<file path="config.mk">
export PLATFORM = sky130hd
export DESIGN_NAME = cic_interp_sequencer
export DESIGN_NICKNAME = d
export VERILOG_FILES = /design/src/rtl/cic_interp_sequencer.sv
export SDC_FILE = /design/constraint.sdc
export NUM_CORES = 1
export LEC_CHECK = 0
export BUFFER_PORTS_ARGS = -buffer_cell sky130_fd_sc_hd__buf_2
export CELL_PAD_IN_SITES_DETAIL_PLACEMENT = 1
export CELL_PAD_IN_SITES_GLOBAL_PLACEMENT = 1
export CORE_MARGIN = 2
export CORE_UTILIZATION = 35
export CTS_CLUSTER_SIZE = 16
export DETAILED_ROUTE_END_ITERATION = 8
export GPL_TIMING_DRIVEN = 0
export PLACE_DENSITY = 0.81
export SLEW_MARGIN = 15
export SYNTH_ARGS = -nofsm -noshare
export SYNTH_HDL_FRONTEND = slang
export SYNTH_SLANG_ARGS = --single-unit
</file>
<file path="constraint.sdc">
create_clock -name clock -period 5.7 [get_ports clock]
set_input_delay 0.285 -clock clock [delete_from_list [all_inputs] [get_ports clock]]
set_output_delay 0.285 -clock clock [all_outputs]
set_load 0.01 [all_outputs]
</file>
<file path="src/rtl/cic_interp_sequencer.sv">
// Sequencer between the TX sample FIFO and the interpolating CIC: paces the CIC
// with a divided clock enable and answers its sample requests from the FIFO.
module cic_interp_sequencer #(
  parameter int IBITS       = 20,
  parameter int CW          = 12,
  parameter int PRIME_DEPTH = 64,
  parameter int FLUSH_REQS  = 8,
  parameter int DIVW        = 16
) (
  input  logic             clock,
  input  logic             reset,
  input  logic             run,
  input  logic [DIVW-1:0]  rate_div,
  input  logic             clear_status,
  input  logic             fifo_empty,
  input  logic [CW-1:0]    fifo_count,
  input  logic [IBITS-1:0] fifo_i,
  input  logic [IBITS-1:0] fifo_q,
  output logic             fifo_rd,
  output logic             cic_ce,
  input  logic             cic_req,
  output logic [IBITS-1:0] x_real,
  output logic [IBITS-1:0] x_imag,
  output logic             active,
  output logic             underflow,
  output logic [15:0]      underflow_count
);

  localparam int FW = $clog2(FLUSH_REQS + 1);
  localparam logic [CW-1:0] PRIME_LVL  = CW'(PRIME_DEPTH);
  localparam logic [FW-1:0] FLUSH_LAST = FW'(FLUSH_REQS - 1);

  typedef enum logic [1:0] {S_IDLE, S_PRIME, S_RUN, S_FLUSH} state_t;

  state_t           state_q, state_d;
  logic [DIVW-1:0]  div_cnt_q;
  logic [DIVW-1:0]  div_eff;
  logic             div_wrap;
  logic [FW-1:0]    flush_cnt_q;
  logic             flush_done;
  logic             stuff;
  logic             cic_ce_q;
  logic             active_q;
  logic             underflow_q;
  logic [15:0]      underflow_count_q;
  logic [IBITS-1:0] x_real_q, x_imag_q;

  // A rate of 0 behaves like 1 so the strobe never stalls.
  assign div_eff    = (rate_div == '0) ? DIVW'(1) : rate_div;
  assign div_wrap   = (div_cnt_q >= div_eff - DIVW'(1));
  assign flush_done = (flush_cnt_q == FLUSH_LAST);
  assign stuff      = (state_q == S_RUN) && cic_req && fifo_empty;

  // Gated by reset so a request on the resetting edge never pops the FIFO.
  assign fifo_rd = (state_q == S_RUN) && cic_req && !fifo_empty && !reset;

  always_comb begin
    state_d = state_q;
    case (state_q)
      S_IDLE:  if (run) state_d = S_PRIME;
      S_PRIME: begin
        if (!run) state_d = S_FLUSH;
        else if (fifo_count >= PRIME_LVL) state_d = S_RUN;
      end
      S_RUN:   if (!run) state_d = S_FLUSH;
      S_FLUSH: if (cic_req && flush_done) state_d = S_IDLE;
      default: state_d = S_IDLE;
    endcase
  end

  always_ff @(posedge clock) begin
    if (reset) begin
      state_q           <= S_IDLE;
      div_cnt_q         <= '0;
      flush_cnt_q       <= '0;
      cic_ce_q          <= 1'b0;
      active_q          <= 1'b0;
      underflow_q       <= 1'b0;
      underflow_count_q <= '0;
      x_real_q          <= '0;
      x_imag_q          <= '0;
    end else begin
      state_q  <= state_d;
      active_q <= (state_d != S_IDLE);

      if (state_q != S_IDLE && state_d != S_IDLE) begin
        if (div_wrap) begin
          div_cnt_q <= '0;
          cic_ce_q  <= 1'b1;
        end else begin
          div_cnt_q <= div_cnt_q + DIVW'(1);
          cic_ce_q  <= 1'b0;
        end
      end else begin
        div_cnt_q <= '0;
        cic_ce_q  <= 1'b0;
      end

      // Held sample only moves on a request; anything but a real pop loads zero.
      if (cic_req) begin
        if (state_q == S_RUN && !fifo_empty) begin
          x_real_q <= fifo_i;
          x_imag_q <= fifo_q;
        end else begin
          x_real_q <= '0;
          x_imag_q <= '0;
        end
      end

      if (state_q == S_FLUSH) begin
        if (cic_req) flush_cnt_q <= flush_done ? '0 : flush_cnt_q + FW'(1);
      end else begin
        flush_cnt_q <= '0;
      end

      if (clear_status) begin
        underflow_q       <= 1'b0;
        underflow_count_q <= '0;
      end else if (stuff) begin
        underflow_q <= 1'b1;
        if (underflow_count_q != 16'hFFFF) underflow_count_q <= underflow_count_q + 16'd1;
      end
    end
  end

  assign cic_ce          = cic_ce_q;
  assign active          = active_q;
  assign underflow       = underflow_q;
  assign underflow_count = underflow_count_q;
  assign x_real          = x_real_q;
  assign x_imag          = x_imag_q;

endmodule

</file>
## After elaboration in Yosys (flattened, before gate mapping)

Cells that the tools add are included.

- Order comparisons: 2
- Bitwise logic cells: 2
- Divide/modulo/power cells: 0
- Muxes and demuxes: 11
- Add/subtract/negate cells: 4
- Reduce and logical (&&, ||, !) cells: 18
- Shift operators: 0
- Multipliers: 0
- Equality and inequality tests: 5

Operator list:

| kind | number |
|---|---|
| two-way mux 20 bit | 2 |
| adder 16 x 1 -> 16 bit (second input constant) | 2 |
| greater-or-equal comparator 16 bit | 1 |
| logical NOT 16 bit | 1 |
| two-way mux 16 bit | 1 |
| != test 16 bit (second input constant) | 1 |
| subtractor 16 x 1 -> 16 bit (second input constant) | 1 |
| greater-or-equal comparator 12 x 7 -> 1 bit (second input constant) | 1 |
| two-way mux 2 bit | 5 |
| one-hot mux 2 bit (4 select lines) | 1 |
| logical AND 1 bit | 7 |
| OR reduction 2 bit | 3 |
| adder 4 x 1 -> 4 bit (second input constant) | 1 |
| == test 2 bit (second input constant) | 2 |
| == test 4 x 3 -> 1 bit (second input constant) | 1 |
| two-way mux 4 bit | 1 |
| nonzero test 2 bit | 2 |
| OR reduction 3 bit | 1 |
| == test 2 x 1 -> 1 bit (second input constant) | 1 |
| logical NOT 1 bit | 2 |
| logical NOT 2 bit | 1 |
| NOT 1 bit | 2 |
| AND reduction 2 bit | 1 |
| two-way mux 1 bit | 1 |

- Output and inout port bits: 60
- Flip-flop bits (word level): 81
- Memory bits (writable): 0
- Word-level logic and storage cells: 51
- ROM bits: 0
- Latch bits: 0
- Memories kept: 0
- Input port bits: 74

## Longest topological paths before layout

Gate-level depths: netlist of the first run.

- Word-level depth: 8
- Mapped depth: 15
- Gate-level depth less buffers: 14

## Least setup slack after synthesis of the first run

No wires, ideal clock.

- Path kind: in2reg
- From: input rate_div[9]
- To: register div_cnt_q[11]
- Stages: 15
- Setup slack: 2.883 ns
- Arrival: 2.699 ns
- Path through: nor4_1 nand2_1 nor2_1 nor2_1 ha_1 nand3_1 nor2_1 xnor2_1 ha_1 nand4_1 nor2_1 o21ai_0 o211ai_1 buf_2 nor2_1

- Longest elaborated chain between the ends: 5

RTL lines:

| item | RTL line | RTL |
|---|---|---|
| from (decl) | 13 | `input logic [DIVW-1:0] rate_div,` |
| logical NOT 16 bit | 49 | `assign div_eff = (rate_div == '0) ? DIVW'(1) : rate_div;` |
| two-way mux 16 bit (*) | 49 |  |
| subtractor 16 x 1 -> 16 bit (*) | 50 | `assign div_wrap = (div_cnt_q >= div_eff - DIVW'(1));` |
| greater-or-equal comparator 16 bit (*) | 50 |  |
| OR reduction 3 bit (no source line) (*) | -- |  |
| to (signal assigned) | 91 | `div_cnt_q <= div_cnt_q + DIVW'(1);` |
| to (decl) | 36 | `logic [DIVW-1:0] div_cnt_q;` |

Mark *: on every way between the ends. The rest lies on a longest branch, timed or not.
A chain may end at the register's enable or synchronous reset.

## Final worst setup path of the first run

Same ends and word-level chain as after synthesis.

==> impl_metrics.yaml, run 1 <==
timing:
  timing.setup.tns_ns: 0
  timing.final.crit_period_ns: 3.43
  clock_skew_ns: 0.0108
  max-slew-margin-rel_pct: 54.3
  setup_violations: 0
  post-route-period-util_pct: 60.1
  worst-slew-pin-transition_ns: 0.682
  rsz0062_at_grt: "no"
  timing.fmax_mhz: 292
  final-hold-violation-count: 0
  worst_slack_ns: 2.27
  slew_viol_final: 0
yosys:
  sequential_area_share_after_synthesis_pct: 42.8
  mappedNetlistArea_sq_um: 3790
  synthDistinctLibCells: 45
  synth.avg_cell_area_sq_um: 9.42
  synth_simple_gate_area_share_pct: 22.6
  synthAdderAreaFrac_pct: 6.61
  post_synth_mux_area_share_pct: 0.528
  flip_flop_cell_with_the_highest_count_after_synthesis: "sky130_fd_sc_hd__dfxtp_1"
  synthesized_area_fraction_occupied_by_xor_and_xnor_cells_pct: 9.71
  syn_nets: 496
  syn_inst: 402
  asyncSetResetFlopFracSynth_pct: 0
  dominant_combinational_cell_family_by_area_after_synthesis: "simple AND/OR/NAND/NOR gates"
  synth_compound_gate_area_share_pct: 14.5
  ys.warnings.count: 0
  number_of_flops_mapped_to_enable_cells_by_yosys: 0
  postSynthRegisterBits: 81
cts:
  post_cts.resized_instances: 0
  clk-insertion-delay-late_ns: 0.35
  tritoncts.num_buffers: 9
  cts.clk_slew.worst_paths_ns: 0.09
  post_cts.repair.setup_buffers: 0
  clock_tree.htree_level_count: 3
  cts_buffer_depth: 2
  cts_hold_buf: 0
  cts_tree: "built"
  cts.sinks: 81
  cts_root_buf: "sky130_fd_sc_hd__clkbuf_8"
detailed_routing:
  highest-signal-layer: "met4"
  detailroute.wirelength.met3_um: 629
  drtPass1Iterations: 4
  final_antenna_net_count: 0
  wl_met1_um: 4530
  dr.first_iter.drc_count: 103
  dr_total_vias: 3495
  detail_route.wl_per_cell_um: 15.3
  via_density_per_instance: 5.14
  drt-total-wl_um: 10400
  met2_length_um: 5160
  route.detailed.drc: 0
floorplan:
  design.core.area_sq_um: 10400
  io_pins: 134
  floorplan.initialDensity_pct: 36.4
  die_height_um: 108
  placement_rows: 37
  fp.dieW_um: 108
  design.die.area_sq_um: 11700
worst_setup_path:
  cp-end-kind: "register"
  critical_path_peak_fanout: 10
  critical-path-max-stage-delay_ns: 0.56
  worstSetupStartpointType: "primary input"
  worst_path_most_repeated_cell: "sky130_fd_sc_hd__nor2_1"
  timing_worst_setup_path_type: "primary input to register"
  critical_path_required_ns: 5.93
  slowest_stage: "sky130_fd_sc_hd__o211ai_1"
  cp_num_buf_inv: 2
  cp_data_arrival_time_ns: 3.66
  worstPathCellList: "buf_2 > nor4_1 > nand2_1 > nor2_1 > nor2_1 > ha_1 > nand3_1 > nor4_1 > xnor2_1 > ha_1 > nand4_1 > nor2_1 > o21ai_0 > o211ai_1 > buf_2 > nor2_1"
  critical-path-top-delay-family: "simple AND/OR/NAND/NOR gates"
global_routing:
  initial_antenna_violation_count: 0
  grt_pass1_wl_um: 17300
  grt_pass1_vias: 3688
  grt_start_max_net_pins: 15
  grt.total_usage_pct: 18.6
  globalRouteOverflowTotal: 0
status:
  outcome: "complete, no violations"
placed_design:
  place_ws_ns: 1.94
  io_buffers: 126
  routabilityCongestion: 0.783
  dp.final_hpwl_um: 8180
power:
  vdd_ir_max_mv: 0.133
  power_density_nw_per_um2: 243
  leak_pwr_nw: 2.12
final_layout:
  diodes: 0
  layout_overhead_on_the_synthesized_area_pct: 27.1
  final_core_util_pct: 46.2
  design.final.nets: 633
  post_route_cells_drive_above_1_share_pct: 30.0
run:
  max_cap_viol_count: 0
worst_hold_path:
  worstHoldPathType: "primary input to register"
-- synthesized netlist by cell type (4+ instances only) --
library cell | instances | area (sq um)
sky130_fd_sc_hd__or2_2 | 4 | 25.0
sky130_fd_sc_hd__xnor2_1 | 28 | 245
sky130_fd_sc_hd__a21oi_1 | 7 | 35.0
sky130_fd_sc_hd__nor4_1 | 5 | 31.3
sky130_fd_sc_hd__a22o_1 | 40 | 350
sky130_fd_sc_hd__nor2_1 | 51 | 191
sky130_fd_sc_hd__inv_1 | 10 | 37.5
sky130_fd_sc_hd__nor3_1 | 20 | 100
sky130_fd_sc_hd__clkbuf_1 | 6 | 22.5
sky130_fd_sc_hd__nor3b_1 | 9 | 67.6
sky130_fd_sc_hd__xor2_1 | 14 | 123
sky130_fd_sc_hd__o211ai_1 | 4 | 30.0
sky130_fd_sc_hd__buf_2 | 6 | 30.0
sky130_fd_sc_hd__nand2_1 | 30 | 113
sky130_fd_sc_hd__nand3_1 | 10 | 50.1
sky130_fd_sc_hd__nand4_1 | 11 | 68.8
sky130_fd_sc_hd__ha_1 | 20 | 250
sky130_fd_sc_hd__dfxtp_1 | 81 | 1620
sky130_fd_sc_hd__o21ai_0 | 6 | 30.0
-- worst register-to-register path: cells and delay by family (launching register included) --
kind | cells | cell delay, ns
AOI/OAI and AO/OA | 2 | 0.69
DFF | 1 | 0.42
and+or+nand+nor | 3 | 0.40
buffers and inverters | 2 | 0.39
adders and majority gates | 1 | 0.29
-- placed cells by master (no fill, tap or decap), types with 3 or more instances in the layout --
cell / Yosys / routed
sky130_fd_sc_hd__dfxtp_1: 81 / 81
sky130_fd_sc_hd__nor3_1: 20 / 20
sky130_fd_sc_hd__a21oi_1: 7 / 7
sky130_fd_sc_hd__nand4_1: 11 / 11
sky130_fd_sc_hd__o211ai_1: 4 / 4
sky130_fd_sc_hd__nand3b_1: 3 / 3
sky130_fd_sc_hd__nor4_1: 5 / 5
sky130_fd_sc_hd__nand3_1: 10 / 10
sky130_fd_sc_hd__buf_4: 3 / 3
sky130_fd_sc_hd__inv_1: 10 / 10
sky130_fd_sc_hd__xor2_1: 14 / 14
sky130_fd_sc_hd__o21ai_0: 6 / 6
sky130_fd_sc_hd__clkbuf_8: 0 / 10
sky130_fd_sc_hd__nor2_1: 51 / 51
sky130_fd_sc_hd__buf_2: 6 / 132
sky130_fd_sc_hd__a31oi_1: 3 / 3
sky130_fd_sc_hd__nor3b_1: 9 / 9
sky130_fd_sc_hd__clkbuf_1: 6 / 6
sky130_fd_sc_hd__or2_2: 4 / 4
sky130_fd_sc_hd__a22o_1: 40 / 40
sky130_fd_sc_hd__ha_1: 20 / 20
sky130_fd_sc_hd__nand2_1: 30 / 30
sky130_fd_sc_hd__xnor2_1: 28 / 28
sky130_fd_sc_hd__and4_1: 3 / 3
-- power breakdown --
part / total (W) / switching [W] / internal [W]
clock: 0.000476 / 0.000216 / 0.000261
sequential: 0.000582 / 0.00000623 / 0.000575
combinational: 0.000114 / 0.0000611 / 0.0000525
total: 0.00117 / 0.000283 / 0.000888
-- final timing paths --
path | from | to | cells past startpoint | slack [ns]
setup / recovery | rate_div[9] | div_cnt_q[11] | 16 | 2.27
hold / removal | fifo_i[17] | x_real[17] | 2 | 0.14
setup reg to reg | div_cnt_q[0] | div_cnt_q[11] | 8 | 3.45
hold reg to reg | x_real[11] | x_real[11] | 1 | 0.48
-- layer usage --
layer | GRT usage [%] | vias up
li1 | - | 1720
met1 | 22.4 | 1676
met2 | 32.1 | 92
met3 | 5.42 | 7
met4 | 5.40 | 0
met5 | 0 | -
-- registers in the layout (all words and copies together), names as in the netlist --
| name | flops |
|---|---|
| cic_ce | 1 |
| underflow_count | 16 |
| x_imag | 20 |
| div_cnt_q | 16 |
| active | 1 |
| underflow | 1 |
| x_real | 20 |
| state_q | 2 |
| flush_cnt_q | 4 |
-- per-stage QoR --
stage	std cells	total power, W	area (sq um)	hold slack [ns]
floorplan	402	0.000656	3790	0.354
global placement	664	0.000703	4590	0.451
detailed placement	664	0.000709	4590	0.453
CTS	680	0.00119	4810	0.125
global route	680	0.00123	4810	0.126
finish	680	0.00117	4810	0.142
-- area by class of cell --
class	count	area, sq um
clock buffers	10	138
plain buffers	16	86.3
multi-input cells	295	2040
repair buffers	126	631
fillers	1244	5600
inverters	10	37.5
well taps	136	170
flip-flops and latches	81	1620
clock inverters	6	87.6
-- cells by family (layout without fill, tap and decap cells) --
logic type / after synthesis / in the layout
AOI/OAI and AO/OA: 70 / 70
xor gates and xnor gates: 42 / 42
adders and majority gates: 20 / 20
buffers and inverters: 26 / 168
DFF: 81 / 81
muxes: 2 / 2
and+or+nand+nor: 161 / 161
(Power assumes the default switching activity.)
==> run 2: changes to the inputs <==
clock period = 3.35 ns   (was 5.7 ns; I/O delays follow)
==> run 2 against run 1 <==
Against the previous run:
- via count decreased by 0.14%
- register-to-register slack lost 2.2 ns
- clock power up 70%
- setup slack got worse by 2.0 ns
- highest routed layer unchanged
==> impl_metrics.yaml, run 2 (synthesized netlist as in run 1, its figures left out) <==
worst_setup_path:
  cp-end-kind: "register"
  worst_path_most_repeated_cell: "sky130_fd_sc_hd__nor2_1"
  worstPathCellList: "buf_2 > nor4_1 > nand2_1 > nor2_1 > nor2_1 > ha_1 > nand3_1 > nor4_1 > xnor2_1 > ha_1 > a211oi_1 > o21ai_0 > o2111ai_1 > o211ai_1 > buf_4 > buf_2 > nor2_1"
  critical_path_peak_fanout: 10
  slowest_stage: "sky130_fd_sc_hd__nor4_1"
  critical-path-max-stage-delay_ns: 0.54
  cp_data_arrival_time_ns: 3.33
  critical_path_required_ns: 3.63
  timing_worst_setup_path_type: "primary input to register"
  worstSetupStartpointType: "primary input"
detailed_routing:
  dr.first_iter.drc_count: 89
  detail_route.wl_per_cell_um: 15.3
  via_density_per_instance: 5.12
  dr_total_vias: 3490
  final_antenna_net_count: 0
  drtPass1Iterations: 4
  route.detailed.drc: 0
  drt-total-wl_um: 10500
final_layout:
  fin_area_sq_um: 4820
  design.final.nets: 634
  post_route_cells_drive_above_1_share_pct: 30.1
  layout.cells.most_common_list: "132 x sky130_fd_sc_hd__buf_2, 81 x sky130_fd_sc_hd__dfxtp_1, 51 x sky130_fd_sc_hd__nor2_1, 40 x sky130_fd_sc_hd__a22o_1, 30 x sky130_fd_sc_hd__nand2_1"
  layout_overhead_on_the_synthesized_area_pct: 27.3
  most_common_cell_after_layout_fill_and_taps_aside: "sky130_fd_sc_hd__buf_2"
  diodes: 0
  finalNonFillerCells: 681
  final_core_util_pct: 46.3
timing:
  worst-slew-pin-transition_ns: 0.613
  setup_violations: 0
  timing.final.crit_period_ns: 3.05
  post-route-period-util_pct: 91.0
  clock_skew_ns: 0.0106
  rsz0062_at_grt: "no"
  timing.setup.tns_ns: 0
  slew_viol_final: 0
  max-slew-margin-rel_pct: 58.8
  timing.fmax_mhz: 328
  final-hold-violation-count: 0
placed_design:
  dp.final_hpwl_um: 8180
  io_buffers: 126
  number_of_instances_in_the_placed_design: 664
  placed_area_sq_um: 4590
  routabilityCongestion: 0.783
global_routing:
  gr-max-usage-layer: "met2"
  grt.total_usage_pct: 18.6
  grt_pass1_vias: 3688
  grt_pass1_wl_um: 17300
  globalRouteOverflowTotal: 0
  grt_use_met2_pct: 32.1
  initial_antenna_violation_count: 0
  globalRouteMet3Util_pct: 5.42
  grt_start_max_net_pins: 15
  globalRouteMet1Util_pct: 22.4
floorplan:
  design.die.area_sq_um: 11700
  fp.dieW_um: 108
  design.core.area_sq_um: 10400
  floorplan.initialDensity_pct: 36.4
  io_pins: 134
  die_height_um: 108
  placement_rows: 37
cts:
  cts_root_buf: "sky130_fd_sc_hd__clkbuf_8"
  clk-insertion-delay-late_ns: 0.35
  cts_tree: "built"
  cts.clk_slew.worst_paths_ns: 0.09
  clock_tree.htree_level_count: 3
  post_cts.resized_instances: 0
  tritoncts.num_buffers: 9
  cts.sinks: 81
  cts_buffer_depth: 2
run:
  max_cap_viol_count: 0
status:
  outcome: "complete, no violations"
power:
  leak_pwr_nw: 2.13
  power_density_nw_per_um2: 413
  vdd_ir_max_mv: 0.227
worst_hold_path:
  worstHoldPathType: "primary input to register"
## run 2: cell count changes in the layout (fill, tap and decap cells not counted), sizes merged
cell  change
buf       +1
## run 2: through the flow
stage	total power (W)	hold WS, ns	setup WS, ns
floorplan	0.00112	0.237	0.651
CTS	0.00202	0.00709	0.0546
global placement	0.00120	0.383	-0.180
detailed placement	0.00121	0.388	-0.291
global route	0.00209	0.00885	0.0476
finish	0.00199	0.0240	0.302
## run 2: worst paths after layout
path | startpoint | end | slack, ns | depth (start not counted)
hold / removal | fifo_i[17] | x_real[17] | 0.02 | 2
hold reg to reg | x_real[11] | x_real[11] | 0.48 | 1
setup reg to reg | div_cnt_q[0] | div_cnt_q[11] | 1.25 | 9
setup / recovery | rate_div[9] | div_cnt_q[11] | 0.30 | 17
## run 2: routing by layer
metal  wire length [um]  vias to the layer above
met3                624                        8
met4                104                        0
met1               4550                     1665
met5                  0                        -
met2               5170                       94
li1                   -                     1723
## run 2: what timing repair did
item / 4_1_cts / 5_1_grt
endpoints found under the hold margin: 0 / 0
buffers inserted: 0 / 1
hold buffers: 0 / 0
setup endpoints to repair: 0 / 10
## run 2: final cells by class
class	count	area (sq um)
buffer	16	86.3
clock buffer	10	138
clock inverter	6	87.6
fill	1242	5590
inverter	10	37.5
multi-input combinational	295	2040
sequential	81	1620
tap	136	170
timing repair buffer	127	638
## run 2: critical path, delay by kind of cell
| family | cells | cell delay [ns] |
|---|---|---|
| and+or+nand+nor | 7 | 1.40 |
| adders and majority gates | 2 | 0.46 |
| xor gates and xnor gates | 1 | 0.13 |
| buffers and inverters | 3 | 0.51 |
| AOI/OAI and AO/OA | 4 | 0.66 |
## run 2: power breakdown
group	switching, W	internal [W]
clock	0.000367	0.000443
combinational	0.000104	0.0000893
sequential	0.0000106	0.000979
total	0.000482	0.00151
==> run 3: changes to the inputs <==
PLACE_DENSITY = 0.73   (was 0.81)
SKIP_CTS_REPAIR_TIMING = 1   (was not set)
==> run 3 against run 2 <==
Against the previous run:
- non-clock buffer count is 1 higher
- via count is 1.0% lower
- setup slack worse by 0.042 ns
- hold slack worse by 0.010 ns
- clock-buffer cell count is 1 higher
- register-to-register slack better by 0.03 ns
- sequential cell count stayed put
- clock skew is 0.0017 ns lower
- cell area hardly changed
- utilization hardly changed
- cell count is 0.15% higher
- first-iteration DRC count is 7.9% higher
==> impl_metrics.yaml, run 3 (synthesized netlist as in run 1, its figures left out) <==
worst_setup_path:
  worstSetupStartpointType: "primary input"
  critical_path_peak_fanout: 6
  critical_path_required_ns: 3.63
  timing_worst_setup_path_type: "primary input to register"
  cp-end-kind: "register"
  cp_data_arrival_time_ns: 3.37
timing:
  timing.final.crit_period_ns: 3.09
  worst-slew-pin-transition_ns: 0.708
  max-slew-margin-rel_pct: 52.4
  timing.fmax_mhz: 324
  hold_ws_ns: 0.0137
  clock_skew_ns: 0.00889
  slew_viol_final: 0
  setup_violations: 0
  timing.setup.tns_ns: 0
  post-route-period-util_pct: 92.2
  final-hold-violation-count: 0
cts:
  clk-insertion-delay-late_ns: 0.36
  clock_tree.htree_level_count: 3
  cts_root_buf: "sky130_fd_sc_hd__clkbuf_8"
  cts.clk_slew.worst_paths_ns: 0.09
  cts_buffer_depth: 2
  cts.sinks: 81
  cts_tree: "built"
  tritoncts.num_buffers: 9
final_layout:
  fin_area_sq_um: 4820
  most_common_cell_after_layout_fill_and_taps_aside: "sky130_fd_sc_hd__buf_2"
  diodes: 0
  register_area_sq_um: 1620
  finalNonFillerCells: 682
  layout_overhead_on_the_synthesized_area_pct: 27.2
  design.final.nets: 635
  final.fill_count: 1262
  post_route_cells_drive_above_1_share_pct: 30.2
  layout.cells.most_common_list: "132 x sky130_fd_sc_hd__buf_2, 81 x sky130_fd_sc_hd__dfxtp_1, 51 x sky130_fd_sc_hd__nor2_1, 40 x sky130_fd_sc_hd__a22o_1, 30 x sky130_fd_sc_hd__nand2_1"
  area_occupied_by_multi_input_gates_sq_um: 2040
floorplan:
  die_height_um: 108
  fp.dieW_um: 108
  io_pins: 134
  design.die.area_sq_um: 11700
  design.core.area_sq_um: 10400
  floorplan.initialDensity_pct: 36.4
  placement_rows: 37
power:
  vdd_ir_max_mv: 0.192
  power.total_w: 0.00194
  power_density_nw_per_um2: 403
  leak_pwr_nw: 2.12
placed_design:
  placed_area_sq_um: 4590
  dp.final_hpwl_um: 8120
  io_buffers: 126
  routabilityCongestion: 0.836
  number_of_instances_in_the_placed_design: 664
worst_hold_path:
  worstHoldPathType: "primary input to register"
detailed_routing:
  wl_met1_um: 4580
  detailroute.wirelength.met3_um: 876
  detail_route.wl_per_cell_um: 15.2
  met2_length_um: 4760
  dr_total_vias: 3455
  route.detailed.drc: 0
  highest-signal-layer: "met4"
  final_antenna_net_count: 0
  drt-total-wl_um: 10400
  dr.first_iter.drc_count: 96
  via_density_per_instance: 5.07
  drtPass1Iterations: 4
global_routing:
  globalRouteOverflowTotal: 0
  grt_pass1_vias: 3643
  grt_start_max_net_pins: 15
  grt.total_usage_pct: 18.7
  grt_pass1_wl_um: 17400
  initial_antenna_violation_count: 0
status:
  outcome: "complete, no violations"
run:
  max_cap_viol_count: 0
==> run 3: power by group <==
part           internal [W]  switching [W]  total, W
sequential         0.000979      0.0000105  0.000990
clock              0.000389       0.000369  0.000758
combinational     0.0000888       0.000103  0.000192
==> run 3: path summary, 6_finish.rpt <==
check | from | to | slack, ns | depth (start not counted)
max | rate_div[9] | div_cnt_q[10] | 0.26 | 17
min | fifo_i[6] | x_real[6] | 0.01 | 2
max reg2reg | div_cnt_q[0] | div_cnt_q[10] | 1.28 | 9
min reg2reg | x_real[3] | x_real[3] | 0.47 | 1
==> run 3: final cells by class <==
cell class              count  area share [%]
clock inverters             5            1.32
flip-flops and latches     81            33.6
well taps                 136            3.53
repair buffers            128            13.4
inverters                  10           0.779
clock buffers              11            3.14
multi-input cells         295            42.4
plain buffers              16            1.79
==> run 3: through the flow <==
step	util (%)	setup slack (ns)
final	46.3	0.260
after global routing	46.3	-0.0292
after CTS	46.1	0.0113
after detailed placement	44.1	-0.365
after global placement	44.1	-0.228
after floorplan	-	0.651
==> run 3: worst max-delay path, cell delays in order <==
cell	delay, ns
sky130_fd_sc_hd__buf_2	0.13
sky130_fd_sc_hd__nor4_1	0.64
sky130_fd_sc_hd__nand2_1	0.24
sky130_fd_sc_hd__nor2_1	0.14
sky130_fd_sc_hd__nor2_1	0.07
sky130_fd_sc_hd__ha_1	0.24
sky130_fd_sc_hd__nand3_1	0.15
sky130_fd_sc_hd__nor4_1	0.07
sky130_fd_sc_hd__xnor2_1	0.14
sky130_fd_sc_hd__ha_1	0.21
sky130_fd_sc_hd__a211oi_1	0.26
sky130_fd_sc_hd__o21ai_0	0.15
sky130_fd_sc_hd__o2111ai_1	0.13
sky130_fd_sc_hd__o211ai_1	0.12
sky130_fd_sc_hd__buf_4	0.16
sky130_fd_sc_hd__buf_4	0.15
sky130_fd_sc_hd__nor3b_1	0.19
==> run 3: metal layers <==
layer / up-vias / global-route usage (%)
met2: 105 / 30.0
li1: 1717 / -
met3: 12 / 6.75
met4: 0 / 6.96
met1: 1621 / 23.0
met5: - / 0
